--- src/rtl/clock_div_100_pkg.sv ---
// Shared constants for the microsecond time-base divider.
// CNT_W_100 is derived from DIV_100, so changing the ratio keeps the counter wide enough.
package clock_div_100_pkg;
   localparam int DIV_100   = 100;
   localparam int CNT_W_100 = $clog2(DIV_100);
endpackage : clock_div_100_pkg

--- src/rtl/clock_div_100_edge_detector.sv ---
// Registered edge detector for a slow, register-derived level.
// Produces one-clk-cycle pulses on the rising and falling transitions of cp.
// Suits any divider that needs tick pulses, for example a divide-by-1000 ms tick.
module edge_detector
   import clock_div_100_pkg::*;
(
   input  logic clk,
   input  logic reset_p,
   input  logic cp,
   output logic p_edge,
   output logic n_edge
);

   logic prev_q;

   // History of cp. It resets to 0, so a low cp coming out of reset gives no falling pulse.
   always_ff @(posedge clk or posedge reset_p) begin
      if (reset_p) begin
         prev_q <= 1'b0;
      end else begin
         prev_q <= cp;
      end
   end

   // cp comes from registers, so both pulses hold steady for the whole clk period.
   assign p_edge = cp & ~prev_q;
   assign n_edge = ~cp & prev_q;

endmodule : edge_detector

--- src/rtl/clock_div_100.sv ---
// Free-running divide-by-DIV clock-enable generator.
// Gives a 50% duty divided level plus rising and falling edge pulses in the clk domain.
// The divided output is a data level for enables. Do not use it as a clock.
module clock_div_100
   import clock_div_100_pkg::*;
#(
   parameter int DIV   = DIV_100,
   parameter int CNT_W = CNT_W_100
) (
   input  logic clk,
   input  logic reset_p,
   output logic clk_div_100,
   output logic clk_div_100_pedge,
   output logic clk_div_100_nedge
);

   localparam logic [CNT_W-1:0] CNT_LAST = CNT_W'(DIV - 1);
   localparam logic [CNT_W-1:0] CNT_HALF = CNT_W'(DIV / 2);

   logic [CNT_W-1:0] cnt_q;
   logic [CNT_W-1:0] cnt_d;

   // Next count: wrap from DIV-1 to 0, so the counter never reaches DIV.
   always_comb begin
      cnt_d = cnt_q + CNT_W'(1);
      if (cnt_q == CNT_LAST) begin
         cnt_d = '0;
      end
   end

   // Period counter. It clears asynchronously so a mid-period reset restarts the time base at once.
   always_ff @(posedge clk or posedge reset_p) begin
      if (reset_p) begin
         cnt_q <= '0;
      end else begin
         cnt_q <= cnt_d;
      end
   end

   // Low for the first half of the period and high for the second half.
   assign clk_div_100 = (cnt_q >= CNT_HALF);

   edge_detector u_edge_detector (
      .clk     (clk),
      .reset_p (reset_p),
      .cp      (clk_div_100),
      .p_edge  (clk_div_100_pedge),
      .n_edge  (clk_div_100_nedge)
   );

endmodule : clock_div_100

--- config.mk ---
export PLATFORM = sky130hd
export DESIGN_NAME = clock_div_100
export DESIGN_NICKNAME = d
export VERILOG_FILES = /design/src/rtl/clock_div_100_pkg.sv /design/src/rtl/clock_div_100_edge_detector.sv /design/src/rtl/clock_div_100.sv
export SDC_FILE = /design/constraint.sdc
export NUM_CORES = 1
export LEC_CHECK = 0
export BUFFER_PORTS_ARGS = -buffer_cell sky130_fd_sc_hd__buf_2
export CAP_MARGIN = 10
export CORE_AREA = 8 8 45 47
export CTS_BUF_LIST = sky130_fd_sc_hd__clkbuf_4
export DETAILED_ROUTE_END_ITERATION = 8
export DIE_AREA = 0 0 53 55
export SLEW_MARGIN = 20
export SYNTH_ARGS = -nofsm -noshare
export SYNTH_HDL_FRONTEND = slang
export SYNTH_HIERARCHICAL = 1
export SYNTH_SLANG_ARGS = --single-unit
--- constraint.sdc ---
create_clock -name clk -period 2 [get_ports clk]
set_input_delay 0 -clock clk [delete_from_list [all_inputs] [get_ports clk]]
set_output_delay 0 -clock clk [all_outputs]
set_load 0.05 [all_outputs]
==> results of run 1 <==
power by group:
part | total [W] | switching, W | internal [W]
Clock | 0.000125 | 0.0000564 | 0.0000688
Combinational | 0.00000587 | 0.00000362 | 0.00000224
Sequential | 0.000162 | 0 | 0.000162
worst max-delay path: cells and delay by family, from the launching register on:
kind / cells / cell delay, ps
simple gates: 2 / 630
flops: 1 / 380
compound gates: 1 / 250
buf+inv: 2 / 200
fa+ha+maj: 1 / 170
flip-flops by register name, indices dropped and copies added (netlist names):
| signal | cells |
|---|---|
| u_edge_detector/prev_q | 1 |
| cnt_q | 7 |
area by class of cell:
cell class | count | area share
Sequential cell | 8 | 0.422
Multi-Input combinational cell | 25 | 0.372
Timing Repair Buffer | 5 | 0.0844
Clock buffer | 3 | 0.0475
Tap cell | 16 | 0.0422
Inverter | 4 | 0.0317
synthesized netlist by cell type:
master | number | area share
nand4bb_1 | 1 | 0.029
a21oi_1 | 2 | 0.026
nor2_1 | 3 | 0.029
or4_1 | 1 | 0.019
nor2b_1 | 1 | 0.016
inv_1 | 4 | 0.039
ha_1 | 2 | 0.064
and2b_2 | 1 | 0.023
or3_1 | 1 | 0.016
nand4_1 | 1 | 0.016
o21ai_0 | 1 | 0.013
nand3_1 | 2 | 0.026
nor3_1 | 1 | 0.013
nand2_1 | 2 | 0.019
dfrtp_1 | 8 | 0.51
mux2i_1 | 1 | 0.026
nand4b_1 | 1 | 0.023
xnor2_1 | 3 | 0.068
a31o_1 | 1 | 0.023
layout by cell type (no fill, tap or decap):
| cell type | count |
|---|---|
| dfrtp_1 | 8 |
| inv_1 | 4 |
| xnor2_1 | 3 |
| nor2_1 | 3 |
| clkbuf_4 | 3 |
| buf_2 | 3 |
| nand3_1 | 2 |
| nand2_1 | 2 |
| a21oi_1 | 2 |
| o21ai_0 | 1 |
| or3_1 | 1 |
| nand4b_1 | 1 |
| nor3_1 | 1 |
| or4_1 | 1 |
| a31o_1 | 1 |
| nand4bb_1 | 1 |
| nand4_1 | 1 |
| mux2i_1 | 1 |
| ha_2 | 1 |
| ha_1 | 1 |
| dlygate4sd3_1 | 1 |
| buf_8 | 1 |
| nor2b_1 | 1 |
| and2b_2 | 1 |
final timing paths:
kind,startpoint,to,slack (ps),cells past startpoint
max in group asynchronous,reset_p,cnt_q[3],1560,3
min in group clk,cnt_q[0],cnt_q[0],490,1
hold reg to reg,cnt_q[0],cnt_q[0],490,1
setup / recovery,cnt_q[0],clk_div_100_nedge,110,6
setup reg to reg,cnt_q[0],u_edge_detector/prev_q,620,4
hold / removal,reset_p,u_edge_detector/prev_q,120,3
routing by layer:
layer	part of all wire	up-vias	routed length, um	track usage
met4	0.062	0	42	0.0905
met3	0.10	4	69	0.0348
met1	0.43	120	291	0.0540
met2	0.40	7	269	0.0840
li1	-	142	-	-
met5	0	-	0	0
through the flow:
step | hold WS, ps | std cells | power [W]
6_report | 125 | 61 | 0.000293
5_1_grt | 114 | 61 | 0.000316
4_1_cts | 117 | 61 | 0.000298
3_5_place_dp | -152 | 57 | 0.000170
3_3_place_gp | -155 | 57 | 0.000170
2_1_floorplan | -271 | 37 | 0.000167
what timing repair did:
item                                    CTS  global route
pin swaps                                 0             2
buffers inserted                          0             0
endpoints found under the hold margin     8             0
gates resized for setup                   2             2
hold buffers                              1             0
endpoints found under the setup margin    1             2
kinds of logic (layout without fill, tap and decap cells):
| logic type | Yosys count | in the layout |
|---|---|---|
| adder cells (fa/ha/maj) | 2 | 2 |
| buffers and inverters | 4 | 12 |
| XOR/XNOR | 3 | 3 |
| AND/OR/NAND/NOR | 15 | 15 |
| multiplexers | 1 | 1 |
| flip-flops | 8 | 8 |
| AO/OA/AOI/OAI | 4 | 4 |
==> run metrics, run 1 <==
minimum clock period=1890 ps; CTS tree=built; Fillers=136; setup ws final=108 ps; pin count of the biggest net entering global routing=8; total clock sinks=8; Routed Antenna Nets=0; Final GP Congestion=0.703; num ports=5; vias in the first global route=281; utilization after layout=0.343; DR WL/cell=11.0 um; post-route cell area=474 sq um; hpwl dp=481 um; CP max stage delay=390 ps; site row count=14; placed inst area=429 sq um; first-pass GRT wire length=1150 um; Post-Synth Simple-Gate Area=0.228; DRC viols=0; critical path class=flip-flop to primary output; layout cells sized above 1=0.200; P&R area growth vs syn=21.9%; count of final setup violators=0; Synth Area in Adders=0.0643; synthesized flop and latch total=8; sum of negative setup slack=0 ps; post-synthesis xor/xnor area fraction=0.0675; Worst EP arrival=1890 ps; gr usage total=0.0615; Synth Area in Compound Gates=0.0611; Layout Skew=7.78 ps; post-synth cell types=19; Reg area=200 sq um; Worst Max-Slew Pin Slew=321 ps; Slew Limit Fails=0; Worst Hold Class=input pin to asynchronous set/reset pin; area of the multi-input gates=176 sq um; Antenna diodes=0; initial antenna violation count=0; Critical Path RT=2000 ps; Synth Cell Area=389 sq um; crit path max fanout=4; DR iter-0 viols=5; Yosys Warn Count=6; vias per cell=4.48; clock latency on the worst-skew pair=260 ps; Mapped Cells=37; clock tree buffer depth=2; pwr/cell area=618 nW/um^2; total core area=1380 sq um; Setup crit end kind=primary output; CTS buffer count=3; Fin. Hold Viols=0; worst vdd ir=276 uV; main combinational cell family by area after synthesis=simple AND/OR/NAND/NOR gates; clk root buf=clkbuf_4; drt total wl=673 um; Slew Limit Headroom=0.784; Starting Density=0.281; Placement Setup Slack=214 ps; mux cell area share after synthesis=0.0257; vias=273; Max Clk Rate=529 MHz; die height=55 um; status=finished, final reports clean; drt pass-1 iters=3; CP cell instances=inv_1 > ha_2 > or4_1 > a31o_1 > and2b_2 > buf_8; Net Count, Synth=41; global route total overflow=0; CP Launch Type=flip-flop; Clock transition at path regs=60 ps; Final Cycle Share=0.946; RSZ-0062 raised after global routing=no; Die W=53 um; number of buffers inserted by port buffering=4; max-cap violations=0; register area share after synthesis=0.514; syn avg cell area=10.5 sq um; P_leak=0.227 nW; CTS HTree Levels=1; crit path max-delay cell type=or4_1; die area=2920 sq um; fin nets=51
(Power assumes the default switching activity.)
==> run 2, diff against run 1 <==
==> constraint.sdc (replaced) <==
create_clock -name clk -period 2 [get_ports clk]
set_input_delay 0.4 -clock clk [delete_from_list [all_inputs] [get_ports clk]]
set_output_delay 0.4 -clock clk [all_outputs]
set_load 0.05 [all_outputs]
==> run 2 against run 1 <==
Clock power about the same. Wire length increased by 19%. Hold slack improved by 400 ps. Maximum frequency decreased by 16%. Setup slack got worse by 350 ps. Critical path depth decreased by 1. Die area unchanged. Largest cell class unchanged. Total power increased by 0.68%. The run now ends with setup timing left. Clock skew decreased by 1.1 ps. Cell count increased by 8.2%. Largest power group unchanged. Register-to-register slack got worse by 40 ps. Non-clock buffer count increased by 5.
==> run metrics, run 2 (synthesis results as in run 1) <==
status=finished, violations left; failing checks=setup timing; CP cell instances=ha_2 > or4_4 > a31o_4 > and2b_4 > buf_8; worst vdd ir=215 uV; vias in the first global route=300; Final GP Congestion=0.705; minimum clock period=2240 ps; P&R area growth vs syn=38.9%; FF-to-FF path depth=5; CTS buffer count=3; die height=55 um; Reg with most FFs=cnt_q; CTS tree=built; CP Launch Type=flip-flop; Largest delay share family, worst path=simple AND/OR/NAND/NOR gates; clk root buf=clkbuf_4; num ports=5; pwr/cell area=546 nW/um^2; total power=0.000295 W; Clock transition at path regs=60 ps; Die W=53 um; CTS HTree Levels=1; Final Cycle Share=1.12; DR iter-0 viols=5; max-cap violations=0; Largest regs=cnt_q x7, u_edge_detector/prev_q x1; drt pass-1 iters=4; clock latency on the worst-skew pair=260 ps; total core area=1380 sq um; Layout Skew=6.73 ps; crit path max-delay cell type=or4_4; hpwl dp=529 um; die area=2920 sq um; site row count=14; Routed Antenna Nets=0; commonest non-fill, non-tap cell in the layout=dfrtp_1; Worst Max-Slew Pin Slew=388 ps; first-pass GRT wire length=1270 um; Slew Limit Headroom=0.739; Critical Path RT=1600 ps; initial antenna violation count=0; Setup crit end kind=primary output; Worst R2R End=cnt_q[2]; critical path class=flip-flop to primary output; drt total wl=802 um; CP max stage delay=410 ps; commonest cells after routing, fill and taps aside=dfrtp_1, buf_4, inv_1; setup ws final=-244 ps; clock tree buffer depth=2; pin count of the biggest net entering global routing=8; max reg flops=7; Fin Hold WS=524 ps; Worst R2R Start=cnt_q[1]; Fillers=135; sum of negative setup slack=-536 ps; global route total overflow=0; crit path max fanout=4; Worst EP arrival=1840 ps; Worst Hold Class=input pin to asynchronous set/reset pin; DR WL/cell=12.2 um; count of final setup violators=3; vias per cell=4.74; gr usage total=0.0666; number of buffers inserted by port buffering=4; Antenna diodes=0; DRC viols=0; Fin. Hold Viols=0; R2R setup slack=580 ps; fin nets=56; Max Clk Rate=446 MHz; total clock sinks=8; Starting Density=0.281; RSZ-0062 raised after global routing=yes; layout cells sized above 1=0.340; vias=313; P_leak=0.255 nW; Slew Limit Fails=0; Critical path buffers and inverters=1
[run 2: power breakdown]
| part | internal (W) | switching (W) | total (W) |
|---|---|---|---|
| Clock | 0.0000689 | 0.0000580 | 0.000127 |
| Sequential | 0.000162 | 0 | 0.000162 |
| Combinational | 0.00000224 | 0.00000389 | 0.00000613 |
[run 2: metrics by stage]
step | setup WS, ps | utilization | std cells | cell area, sq um
6_report | -244 | 0.391 | 66 | 541
3_3_place_gp | -75.4 | 0.343 | 61 | 474
2_1_floorplan | -42.6 | - | 37 | 404
3_5_place_dp | -78.9 | 0.343 | 61 | 474
4_1_cts | -264 | 0.381 | 65 | 527
5_1_grt | -307 | 0.391 | 66 | 541
[run 2: worst max-delay path by stage]
stage | startpoint | to | slack (ps) | depth (start not counted)
after detailed placement | cnt_q[1] | clk_div_100_nedge | -80 | 5
final | cnt_q[1] | clk_div_100_nedge | -240 | 5
after CTS | cnt_q[1] | clk_div_100_nedge | -260 | 5
after global routing | cnt_q[1] | clk_div_100_nedge | -310 | 5
after floorplan | cnt_q[0] | clk_div_100_nedge | -40 | 5
after global placement | cnt_q[1] | clk_div_100_nedge | -80 | 5
[run 2: metal layers]
layer | global-route usage | vias up | share of wire
li1 | - | 154 | -
met1 | 0.0588 | 144 | 0.42
met2 | 0.0957 | 15 | 0.45
met3 | 0.0588 | 0 | 0.12
met4 | 0.0517 | 0 | 0
met5 | 0 | - | 0
[run 2: what timing repair did]
item                                   4_1_cts  5_1_grt
setup buffers                                0        1
endpoints found under the hold margin        1        0
hold buffers                                 1        0
setup endpoints to repair                    3        3
pin swaps                                    0        0
resized for setup                            6        3
gates cloned                                 0        0
[run 2: worst register-to-register path, cell delays in order, from the launching register on]
cell	delay, ps
dfrtp_1	360
buf_4	120
ha_1	240
nand4b_1	130
nor3_1	330
nor2_1	100
[run 2: cell type report]
type                    count  area [sq um]  share of cell area
flip-flops and latches      8           200               0.370
multi-input cells          25           193               0.356
repair buffers             10          90.1               0.167
clock buffers               3          22.5              0.0417
well taps                  16          20.0              0.0370
inverters                   4          15.0              0.0278
